File: src/rtl/prog_counter.sv
// Fetch-side program counter with writable branch-target LUT and Start/Done run control.
// Define PC_PERF_CNT_EN to build the saturating taken-branch counter on BrTaken.
module prog_counter #(
    parameter int PC_W      = 10,
    parameter int LUT_DEPTH = 16,
    parameter int TGT_W     = 4
) (
    input  logic             Clk,
    input  logic             Reset,
    input  logic             Start,
    input  logic             Halt,
    input  logic             Jump,
    input  logic             BranchEn,
    input  logic             Zero,
    input  logic [TGT_W-1:0] Target,
    input  logic             LutWe,
    input  logic [TGT_W-1:0] LutAddr,
    input  logic [PC_W-1:0]  LutData,
    output logic [PC_W-1:0]  ProgCtr,
    output logic             Running,
    output logic             Done,
    output logic [15:0]      BrTaken
);

    localparam logic [1:0] ST_IDLE = 2'd0;
    localparam logic [1:0] ST_RUN  = 2'd1;
    localparam logic [1:0] ST_HALT = 2'd2;

    localparam logic [PC_W-1:0] PC_ONE = {{(PC_W-1){1'b0}}, 1'b1};

    logic [1:0]      state_p0;
    logic [1:0]      state_nxt;
    logic [PC_W-1:0] pc_p0;
    logic [PC_W-1:0] pc_nxt;
    logic [PC_W-1:0] lut_p0 [LUT_DEPTH];
    logic [PC_W-1:0] lut_rd;
    logic            in_run;
    logic            taken;

    function automatic logic [PC_W-1:0] wrap_inc(input logic [PC_W-1:0] v);
        return v + PC_ONE;
    endfunction

    function automatic logic [15:0] sat_inc(input logic [15:0] v);
        return (v == 16'hFFFF) ? v : v + 16'd1;
    endfunction

    // Combinational read sees the pre-edge table, so a same-cycle write is not forwarded.
    assign lut_rd = lut_p0[Target];
    assign in_run = (state_p0 == ST_RUN);
    assign taken  = in_run && !Start && !Halt && (Jump || (BranchEn && Zero));

    always_comb begin
        state_nxt = state_p0;
        pc_nxt    = pc_p0;
        unique case (state_p0)
            ST_IDLE: begin
                if (Start) begin
                    state_nxt = ST_RUN;
                    pc_nxt    = '0;
                end
            end
            ST_RUN: begin
                if (Start) begin
                    pc_nxt = '0;
                end else if (Halt) begin
                    state_nxt = ST_HALT;
                end else if (taken) begin
                    pc_nxt = lut_rd;
                end else begin
                    pc_nxt = wrap_inc(pc_p0);
                end
            end
            ST_HALT: begin
                if (Start) begin
                    state_nxt = ST_RUN;
                    pc_nxt    = '0;
                end
            end
            default: begin
                state_nxt = ST_IDLE;
                pc_nxt    = '0;
            end
        endcase
    end

    // Stage p0: run-control state and program counter
    always_ff @(posedge Clk or posedge Reset) begin
        if (Reset) begin
            state_p0 <= ST_IDLE;
            pc_p0    <= '0;
        end else begin
            state_p0 <= state_nxt;
            pc_p0    <= pc_nxt;
        end
    end

    always_ff @(posedge Clk or posedge Reset) begin
        if (Reset) begin
            for (int i = 0; i < LUT_DEPTH; i++) begin
                lut_p0[i] <= '0;
            end
        end else if (LutWe) begin
            lut_p0[LutAddr] <= LutData;
        end
    end

`ifdef PC_PERF_CNT_EN
    logic [15:0] cnt_p0;

    always_ff @(posedge Clk or posedge Reset) begin
        if (Reset) begin
            cnt_p0 <= '0;
        end else if (Start) begin
            cnt_p0 <= '0;
        end else if (taken) begin
            cnt_p0 <= sat_inc(cnt_p0);
        end
    end

    assign BrTaken = cnt_p0;
`else
    assign BrTaken = 16'd0;
`endif

    assign ProgCtr = pc_p0;
    assign Running = in_run;
    assign Done    = (state_p0 == ST_HALT);

endmodule

File: config.mk
export PLATFORM = sky130hd
export DESIGN_NAME = prog_counter
export DESIGN_NICKNAME = d
export VERILOG_FILES = /design/src/rtl/prog_counter.sv
export SDC_FILE = /design/constraint.sdc
export NUM_CORES = 1
export LEC_CHECK = 0
export CORE_MARGIN = 4
export CORE_UTILIZATION = 33
export CTS_CLUSTER_DIAMETER = 80
export DETAILED_ROUTE_END_ITERATION = 8
export PLACE_DENSITY = 0.55
export SYNTH_ARGS = -nofsm -noshare
export SYNTH_HDL_FRONTEND = slang
export SYNTH_SLANG_ARGS = --single-unit
File: constraint.sdc
create_clock -name Clk -period 6.9 [get_ports Clk]
set_input_delay 0.69 -clock Clk [delete_from_list [all_inputs] [get_ports Clk]]
set_output_delay 0.69 -clock Clk [all_outputs]
set_load 0.01 [all_outputs]
=== Word-level counts from Yosys, hierarchy flattened ===
Index checks and enable logic that the tools add are counted.

* Register bits: 172
* Input port bits: 26
* Output and inout bits: 28
* Word-level logic and storage cells: 57

* Add/subtract/negate cells: 1
* $lt $le $gt $ge: 3
* Eq/ne operators: 6
* Muxes and demuxes: 15
* Bitwise operators: 2
* Reductions and logical operators: 12

{| class="wikitable"
|+ Operator list
! kind !! number
|-
| $bwmux W160 || 1
|-
| $mux W10 || 7
|-
| $bmux W10 S4 || 1
|-
| $demux W10 S4 || 1
|-
| $pmux W10 S2 || 1
|-
| $add A10 B1 Y10 const B || 1
|-
| $ge A5 B5 Y1 const B || 2
|-
| $not A4 Y5 || 2
|-
| $mux W2 || 3
|-
| $logic_and A1 B1 Y1 || 5
|-
| $lt A5 B1 Y1 const B || 1
|-
| $ne A2 B2 Y1 const B || 2
|-
| $pmux W2 S2 || 1
|-
| $ne A3 B3 Y1 const B || 1
|-
| $reduce_and A3 Y1 || 1
|-
| $eq A2 B1 Y1 const B || 1
|-
| $eq A2 B2 Y1 const B || 1
|-
| $logic_not A1 Y1 || 2
|-
| $logic_not A2 Y1 || 1
|-
| $ne A2 B1 Y1 const B || 1
|-
| $reduce_and A2 Y1 || 1
|-
| $reduce_or A2 Y1 || 1
|-
| $logic_or A1 B1 Y1 || 1
|}

=== Logic depth before layout (Yosys ltp) ===
* Word-level depth: 8
* Gate-level depth with buffers: 7
* Mapped depth without buffers: 5

=== Least setup slack after synthesis ===
Ideal clock, no wire load.

* Kind: input -> register
* Start: input port Target[1]
* End: register pc_p0[5], in the netlist ProgCtr[5]
* Setup time: 0.121 ns
* Arrival: 1.913 ns
* Data required time: 6.779 ns
* Slack: 4.866 ns
* Stages: 6
* Buffers on the path: 2
* Cells stage by stage: buf_4 buf_4 mux4_2 nor4_1 a21oi_1 a22o_1

* Longest elaborated chain between the ends: 8

{| class="wikitable"
|+ RTL lines
! element !! line !! text
|-
| start: declaration || 15 || <nowiki>input logic [TGT_W-1:0] Target,</nowiki>
|-
| $not A4 Y5 (implied by the code) || 49 || <nowiki>assign lut_rd = lut_p0[Target];</nowiki>
|-
| $bmux W10 S4 || 49 ||
|-
| $mux W10 (implied by the code) (2 in a row) || 49 ||
|-
| $mux W10 || 68 || <nowiki>end else if (taken) begin</nowiki>
|-
| $mux W10 || 66 || <nowiki>end else if (Halt) begin</nowiki>
|-
| $mux W10 || 64 || <nowiki>if (Start) begin</nowiki>
|-
| $pmux W10 S2 || 56 || <nowiki>unique case (state_p0)</nowiki>
|-
| end signal: assignment || 94 || <nowiki>pc_p0 <= pc_nxt;</nowiki>
|-
| end: declaration || 33 || <nowiki>logic [PC_W-1:0] pc_p0;</nowiki>
|}

No other way between the ends. The select of a mux whose other input is x is not followed.
A chain may end at the register's enable or synchronous reset.

=== Final worst setup path ===
* Start: input port Target[2]
* End: register pc_p0[0], in the netlist ProgCtr[0]

The elaborated chain is that of the path after synthesis.

==> results_dict.tcl <==
set metrics [dict create \
    drcViolationCount 0 \
    yosysWarningCount 0 \
    rr_endpoint "ProgCtr[3]" \
    synth.avg_cell_area_um2 14.9 \
    synth_compound_area_frac 0.0332 \
    fin_nets 612 \
    dr.pass1.iters 5 \
    place_congestion 0.762 \
    synth_top_family_by_area "multiplexers" \
    seqCellArea_um2 4300 \
    synthAdderAreaFrac 0.00151 \
    drtIter0Drc 293 \
    status "finished clean" \
    critPathMaxStageDelay_ns 0.69 \
    p_seq_frac 0.486 \
    final_cells 921 \
    tightestPinTransition_ns 1.13 \
    max_freq_mhz 390 \
    htreeDepth 4 \
    slew_headroom 0.245 \
    cap_viol_max_count 0 \
    clkSinkCount 172 \
    power_frac_clock 0.333 \
    track_usage 0.144 \
    synth.mux.area_fraction 0.347 \
    netlist_area_um2 8260 \
    antenna_found_initial 0 \
    post_cts_buffers 0 \
    route.met3.wl_um 595 \
    reg2reg_from "state_p0[1]" \
    die_area_um2 27600 \
    synthXorXnorAreaFrac 0.00424 \
    wl_per_cell_um 21.1 \
    worst-path-max-fanout 34 \
    leakage_nw 3.93 \
    internal_power_mw 2.04 \
    grt-ovfl-total 0 \
    start_util 0.338 \
    slew_violations 0 \
    numCtsBuffers 17 \
    place_area_um2 8820 \
    path_clk_slew_ns 0.07 \
    whs_path_depth 1 \
    wl_met2_mm 9.15 \
    place_ws_ns 3.85 \
    worst_hold_path.endpoint "lut_p0[121]" \
    start_kind "input port" \
    grt_pass1_wl_mm 30.6 \
    worst_ep_required_time_ns 7.19 \
    ir_drop_mv 0.187 \
    ant_nets 0 \
    power.switching_mw 0.714 \
    ys_async_sr_fraction 1.00 \
    syn2layout_area_growth_pct 13.5 \
    hold_path_startpoint "lut_p0[121]" \
    synth-seq-cells 172 \
    hold_viol 0 \
    crit_slowest_cell "buf_2" \
    worst_slack_ns 4.34 \
    drt_wl_total_mm 19.5 \
    rr_worst_depth 5 \
    synthFlopType "dfrtp_1" \
    route.top_layer_used "met4" \
    setup_violations 0 \
    die_w_um 166 \
    hold_class "flop to flop" \
    synth_simple_gate_area_share 0.0547 \
    cp.arrival_ns 2.85 \
    multi_input_area_um2 3700 \
    netlist_instances 556 \
    design_area_um2 9380 \
    r2r_setup_slack_ns 4.88 \
    vias_per_cell 5.24 \
    hpwlAfterDp_mm 12.2 \
    dp.cells 890 \
    cts_root_buffer "clkbuf_16" \
    n_antenna_cell 0 \
    ios 54 \
    endpoint_kind "flop" \
    crit_buf_inv 1 \
    grt_start_max_net_pins 124 \
    worst-setup-path-type "input port to flop" \
    grt_pass1_vias 5080 \
    m1WireLength_mm 9.38 \
    core_area_um2 24500 \
    fin_skew_ns 0.00702 \
    cts_tree "done" \
    synth_seq_area_share 0.521 \
    synth_cell_types 53 \
    tns_ns 0 \
    cts_resized 0 \
    rows 57 \
    swShare 0.259 \
    pwr-share-comb 0.181 \
    insertion_delay_ns 0.43 \
    holdBufCountCts 0 \
    n_fill_cell 2267 \
    io_buffers 37 \
    drive_gt1_frac 0.412 \
    rsz0062_at_grt "false" \
    synth_edf_count 0 \
    dr_total_vias 4828 \
    cp_top_family "multiplexers" \
    min_period_ns 2.56 \
    p_per_area_nw_per_um2 294 \
    path_cells "buf_2 -> mux4_2 -> mux2_2 -> o21ai_0 -> o221ai_1" \
    fp.dieH_um 166 \
    timing.final.crit_share 0.372 \
    cts_buffer_depth 2 \
]
==> placed cells by master, fill, tap and decap left out, drive strengths merged, types with 2 or more instances in the layout <==
cell           instances
dfrtp                172
mux2                 165
mux4                  38
clkdlybuf4s50         34
clkbuf                19
conb                  16
nor2                  15
nand2                 13
nand3                 11
a21oi                 11
mux2i                 11
buf                    8
o21ai                  7
nor3                   6
clkinvlp               5
nand2b                 5
clkinv                 5
inv                    5
nor2b                  4
nand3b                 3
nand4                  3
or3                    3
and3                   3
a21o                   3
xnor2                  3
a32o                   2
o22ai                  2
a311oi                 2
o31ai                  2
a31oi                  2
a211oi                 2
o211ai                 2
nor4                   2
a22oi                  2
==> worst max path at each step <==
stage	slack, ns	startpoint	endpoint	cells past startpoint
final	4.34	Target[2]	ProgCtr[0]	5
after global routing	4.26	LutAddr[0]	lut_p0[54]	4
after global placement	3.90	Target[2]	ProgCtr[0]	5
after floorplan	1.55	Reset	ProgCtr[0]	1
after detailed placement	3.85	LutAddr[0]	lut_p0[131]	4
after CTS	4.32	LutAddr[0]	lut_p0[136]	4
==> Yosys cell counts (all sizes together) (5+ instances only) <==
cell type	n	area share
a21oi	11	0.0067
buf	36	0.032
clkbuf	11	0.0050
dfrtp	172	0.52
mux2	165	0.22
mux2i	11	0.013
mux4	38	0.11
nand2	13	0.0065
nand2b	5	0.0047
nand3	11	0.0067
nor2	15	0.0086
nor3	6	0.0077
o21ai	7	0.0042
==> cell families (layout without fill, tap and decap cells) <==
| family | count (synthesis) | count (layout) |
|---|---|---|
| muxes | 214 | 214 |
| DFF | 172 | 172 |
| and+or+nand+nor | 72 | 72 |
| buffers and inverters | 51 | 77 |
| AOI/OAI and AO/OA | 41 | 41 |
| xor gates and xnor gates | 4 | 4 |
| adders and majority gates | 1 | 1 |
| other | 1 | 16 |
==> state kept, by name, indices dropped and copies added (netlist names) <==
name	cells
lut_p0	160
state_p0	2
ProgCtr	10
==> final cells by class <==
cell class                      count  area share
Clock inverter                     12      0.0127
Clock buffer                       19      0.0472
Timing Repair Buffer               42      0.0419
Tap cell                          324      0.0432
Sequential cell                   172       0.459
Multi-Input combinational cell    348       0.394
Inverter                            4     0.00213
==> worst register-to-register path: stages, from the launching register on <==
cell and delay, ns:
dfrtp_1 0.43, nor4b_2 0.84, nand2_1 0.25, nor3_1 0.28, a221oi_1 0.07, o21ai_0 0.08
==> layer usage <==
metal / track usage / vias up
met5: 0 / -
met4: 0.0416 / 0
met3: 0.0271 / 23
met2: 0.226 / 107
met1: 0.204 / 2577
li1: - / 2121
==> per-stage QoR <==
stage               power, mW  utilization  hold WS (ns)
global placement         1.83        0.361         0.481
finish                   2.76        0.384         0.498
CTS                      2.79        0.384         0.503
global route             2.89        0.384         0.507
detailed placement       1.87        0.361         0.487
floorplan                1.72            -         0.470
==> power groups by stage <==
stage / clock network (mW) / registers (mW) / logic [mW]
after floorplan: 0 / 1.32 / 0.403
after global placement: 0 / 1.34 / 0.487
after detailed placement: 0 / 1.36 / 0.505
after CTS: 0.943 / 1.34 / 0.507
after global routing: 0.978 / 1.37 / 0.544
final: 0.918 / 1.34 / 0.500
Power figures use the tool's default switching activity.
==> patch 1, RTL diff (same settings) <==
Change the parameter `TGT_W` from 4 to 3.
--- a/src/rtl/prog_counter.sv
+++ b/src/rtl/prog_counter.sv
@@ -3,7 +3,7 @@
 module prog_counter #(
     parameter int PC_W      = 10,
     parameter int LUT_DEPTH = 16,
-    parameter int TGT_W     = 4
+    parameter int TGT_W     = 3
 ) (
     input  logic             Clk,
     input  logic             Reset,
Interface: changed (resized LutAddr and Target); port bits go from 54 to 52. The function was not compared with the original's and may differ.
==> patch 1 against the original RTL <==
- wire length decreased by 51%
- total power decreased by 48%
- area after synthesis decreased by 46%
- utilization increased by 1.1 points
- sequential power decreased by 47%
- sequential cell count decreased by 80
- setup slack improved by 0.13 ns
- cell area decreased by 44%
==> patch 1: results (changes against the original RTL) <==
| Metric | Value |
|---|---|
| Status | `finished clean (unchanged)` |
| # fillers | `1,282 (was 2,267)` |
| Crit-path slowest cell | `nand4b_1 (was buf_2)` |
| H-tree depth | `3 (was 4)` |
| Setup skew after layout | `0.00667 ns (was 0.00702 ns)` |
| Number of flip-flops under the largest register name | `80 (was 160)` |
| Clk_lat worst skew | `0.35 ns (was 0.43 ns)` |
| Worst r2r path cells | `3 (was 5)` |
| All-Layer GR Usage | `0.137 (was 0.144)` |
| Cts bufs inserted | `9 (was 17)` |
| Post-place setup slack | `4.00 ns (was 3.85 ns)` |
| Synth top cells by count | `dfrtp_1 (92), mux2_2 (81), mux4_2 (20) (was dfrtp_1 (172), mux2_2 (165), mux4_2 (27))` |
| Flop2flop setup slack | `4.99 ns (was 4.88 ns)` |
| Hpwl dp | `6110 µm (was 12,200 µm)` |
| Detailed-route via count | `2,683 (was 4,828)` |
| CP peak stage delay | `0.76 ns (was 0.69 ns)` |
| Nets | `365 (was 612)` |
| CP Capture Point | `lut_p0[121] (was ProgCtr[0])` |
| First-pass GRT wire length | `15,600 µm (was 30,600 µm)` |
| Seq/Total Area, Yosys | `0.517 (was 0.521)` |
| Worst Path Arrival | `2.66 ns (was 2.85 ns)` |
| CP Max Fanout | `10 (was 34)` |
| Tmin final | `2.44 ns (was 2.56 ns)` |
| Internal power | `1090 µW (was 2040 µW)` |
| Pre-Repair DR Iteration Count | `4 (was 5)` |
| Largest net degree at the start of global routing | `53 (was 124)` |
| HP Start | `lut_p0[97] (was lut_p0[121])` |
| Drt total wl | `9450 µm (was 19,500 µm)` |
| Dpl cell area | `0.00493 mm² (was 0.00882 mm²)` |
| Number of global-route vias before repair | `2,815 (was 5,080)` |
| Distinct cell type count after synthesis | `38 (was 53)` |
| Share of cells above drive strength 1 | `0.374 (was 0.412)` |
| Synth area leaders | `dfrtp_1 (52%), mux2_2 (21%), mux4_2 (10%), buf_4 (3.2%), mux2i_1 (2.2%) (was dfrtp_1 (52%), mux2_2 (22%), mux4_2 (7.4%), mux4_1 (3.5%), buf_4 (2.0%))` |
| Routability cong. | `0.737 (was 0.762)` |
| PortBufs | `35 (was 37)` |
| CP Launch Point | `LutAddr[1] (was Target[2])` |
| Rel. slew slack | `0.369 (was 0.245)` |
| Delay-heaviest family, CP | `simple AND/OR/NAND/NOR gates (was multiplexers)` |
-- patch 1: cell count changes after synthesis, sizes merged, moves of 7 or more --
cell    change
clkbuf     -10
mux4       -18
dfrtp      -80
mux2       -84
nor2       -12
nand3       -7
buf         -7
-- patch 1: worst min path at each step --
stage | end | slack [ns] | cells past startpoint
6_report | lut_p0[97] | 0.50 | 1
3_3_place_gp | lut_p0[107] | 0.48 | 1
3_5_place_dp | lut_p0[128] | 0.49 | 1
2_1_floorplan | lut_p0[103] | 0.47 | 1
5_1_grt | lut_p0[99] | 0.51 | 1
4_1_cts | lut_p0[128] | 0.50 | 1
-- patch 1: area by class of cell --
class | count | area, µm² | area share
clock buffer | 14 | 274 | 0.0525
clock inverter | 2 | 17.5 | 0.00336
inverter | 2 | 8.76 | 0.00168
multi-input combinational | 195 | 2010 | 0.385
sequential | 92 | 2300 | 0.441
tap | 176 | 220 | 0.0422
timing repair buffer | 40 | 388 | 0.0743
-- patch 1: stage by stage --
step           utilization  std cells
6_report             0.394        521
5_1_grt              0.394        521
4_1_cts              0.394        521
3_5_place_dp         0.372        505
3_3_place_gp         0.372        505
2_1_floorplan            -        319
-- patch 1: kinds of logic (layout without fill, tap and decap cells) --
kind of cell	after synthesis	in the layout	share of synthesized area
AOI/OAI and AO/OA	28	28	0.0450
and+or+nand+nor	39	39	0.0593
buffers and inverters	32	58	0.0458
other	1	16	0.000843
muxes	111	111	0.329
DFF	92	92	0.517
adders and majority gates	1	1	0.00281
-- patch 1: routing by layer --
layer | wire length, µm | global-route usage | up-vias
met1 | 4540 | 0.190 | 1400
met5 | 0 | 0 | -
met3 | 504 | 0.0391 | 10
li1 | - | - | 1205
met4 | 121 | 0.0390 | 0
met2 | 4280 | 0.210 | 68
-- patch 1: power by group through the flow --
| stage | registers [µW] | clock network (µW) | logic [µW] |
|---|---|---|---|
| after floorplan | 697 | 0 | 203 |
| after global placement | 710 | 0 | 260 |
| after detailed placement | 714 | 0 | 265 |
| after CTS | 704 | 492 | 266 |
| after global routing | 718 | 515 | 288 |
| final | 704 | 480 | 261 |
==> patch 2, RTL diff (config.mk and constraints unchanged) <==
Without the edit above. Register the input `LutData` before use. The logic sees it one clock later. The other inputs are not delayed to match.
--- a/src/rtl/prog_counter.sv
+++ b/src/rtl/prog_counter.sv
@@ -27,6 +27,12 @@
     localparam logic [1:0] ST_HALT = 2'd2;
 
     localparam logic [PC_W-1:0] PC_ONE = {{(PC_W-1){1'b0}}, 1'b1};
+
+    logic [PC_W-1:0] LutData_q;
+
+    always_ff @(posedge Clk) begin
+        LutData_q <= LutData;
+    end
 
     logic [1:0]      state_p0;
     logic [1:0]      state_nxt;
@@ -101,7 +107,7 @@
                 lut_p0[i] <= '0;
             end
         end else if (LutWe) begin
-            lut_p0[LutAddr] <= LutData;
+            lut_p0[LutAddr] <= LutData_q;
         end
     end
 
Formal check against the unedited RTL: not equivalent (a bounded check fails within 4 cycles, from zero or initial values and one cycle with Reset high).
==> patch 2 against the original RTL <==
- setup slack worse by 0.19 ns
- sequential power increased by 6%
- total power up 4.8%
- sequential cell count up 10
- utilization fell by 0.097 points
- highest routed layer unchanged
- sequential share of layout area up 0.88 points
- wire length grew 5.3%
- cell area rose by 2.7%
- area after synthesis up 2.0%
==> patch 2: results (changes against the original RTL) <==
| Metric | Value |
|---|---|
| Asr flop ratio synth | `0.945 (was 1.00)` |
| Setup skew after layout | `0.00740 ns (was 0.00702 ns)` |
| Top cell type's share of synthesized area | `0.511 (was 0.521)` |
| Synth top cells by count | `dfrtp_1 (172), mux2_2 (165), mux2i_1 (30) (was dfrtp_1 (172), mux2_2 (165), mux4_2 (27))` |
| Delay-heaviest family, CP | `simple AND/OR/NAND/NOR gates (was multiplexers)` |
| Drt total wl | `20,500 µm (was 19,500 µm)` |
| Share of cells above drive strength 1 | `0.374 (was 0.412)` |
| CP Max Fanout | `8 (was 34)` |
| Distinct cell type count after synthesis | `46 (was 53)` |
| CP peak stage delay | `0.96 ns (was 0.69 ns)` |
| Status | `finished clean (unchanged)` |
| Dpl cell area | `0.00903 mm² (was 0.00882 mm²)` |
| Detailed-route via count | `5,088 (was 4,828)` |
| Area share of fa/ha/maj cells after synthesis | `0.00149 (was 0.00151)` |
| Mux contribution to synthesized area | `0.327 (was 0.347)` |
| Routability cong. | `0.809 (was 0.762)` |
| Multi-input gate share of total cell area | `0.382 (was 0.394)` |
| Seq_cells | `182 (was 172)` |
| All-Layer GR Usage | `0.150 (was 0.144)` |
| Initial DRC count | `326 (was 293)` |
| Non-clk buf share | `0.0429 (was 0.0419)` |
| Avg Vias per Cell | `5.21 (was 5.24)` |
| Seq power | `1420 µW (was 1340 µW)` |
| Comb pwr share | `0.166 (was 0.181)` |
| Xor and xnor area share after synthesis | `0.00208 (was 0.00424)` |
| Seq/Total Area, Yosys | `0.535 (was 0.521)` |
| Multi-Input Combinational | `385 (was 348)` |
| Post-place setup slack | `3.76 ns (was 3.85 ns)` |
| Hpwl dp | `13,000 µm (was 12,200 µm)` |
| Worst Path Arrival | `3.12 ns (was 2.85 ns)` |
| Largest net degree at the start of global routing | `115 (was 124)` |
| Register share of the cell area | `0.468 (was 0.459)` |
| First-pass GRT wire length | `32,500 µm (was 30,600 µm)` |
| Clock buf/inv share | `0.0623 (was 0.0599)` |
| Internal power | `2110 µW (was 2040 µW)` |
| Synth area leaders | `dfrtp_1 (51%), mux2_2 (22%), mux4_2 (6.4%), mux2i_1 (3.6%), dfxtp_1 (2.4%) (was dfrtp_1 (52%), mux2_2 (22%), mux4_2 (7.4%), mux4_1 (3.5%), buf_4 (2.0%))` |
| Cells after synthesis | `604 (was 556)` |
| Static leakage | `0.00407 µW (was 0.00393 µW)` |
| Worst-Margin Slew | `1.32 ns (was 1.13 ns)` |
## patch 2: changes by cell type after synthesis, sizes merged, moves of 3 or more
cell / delta
mux2i: +19
nand2: +14
mux4: -12
dfxtp: +10
clkbuf: +5
a211oi: +4
a22oi: +4
buf: -4
o21ai: +4
nand3b: -3
o32ai: +3
## patch 2: metal layers
layer | global-route usage | vias up | share of wire
met5 | 0 | - | 0
met4 | 0.0399 | 0 | 0.012
met3 | 0.0373 | 21 | 0.054
met2 | 0.232 | 130 | 0.47
met1 | 0.212 | 2677 | 0.46
li1 | - | 2260 | -
## patch 2: final timing paths
check | from | end | slack, ns
hold reg to reg | lut_p0[54] | lut_p0[54] | 0.50
min in group asynchronous | Reset | lut_p0[143] | 0.89
max in group asynchronous | Reset | lut_p0[51] | 4.62
setup / recovery | Start | ProgCtr[5] | 4.15
hold / removal | lut_p0[54] | lut_p0[54] | 0.50
setup reg to reg | state_p0[1] | ProgCtr[5] | 4.45
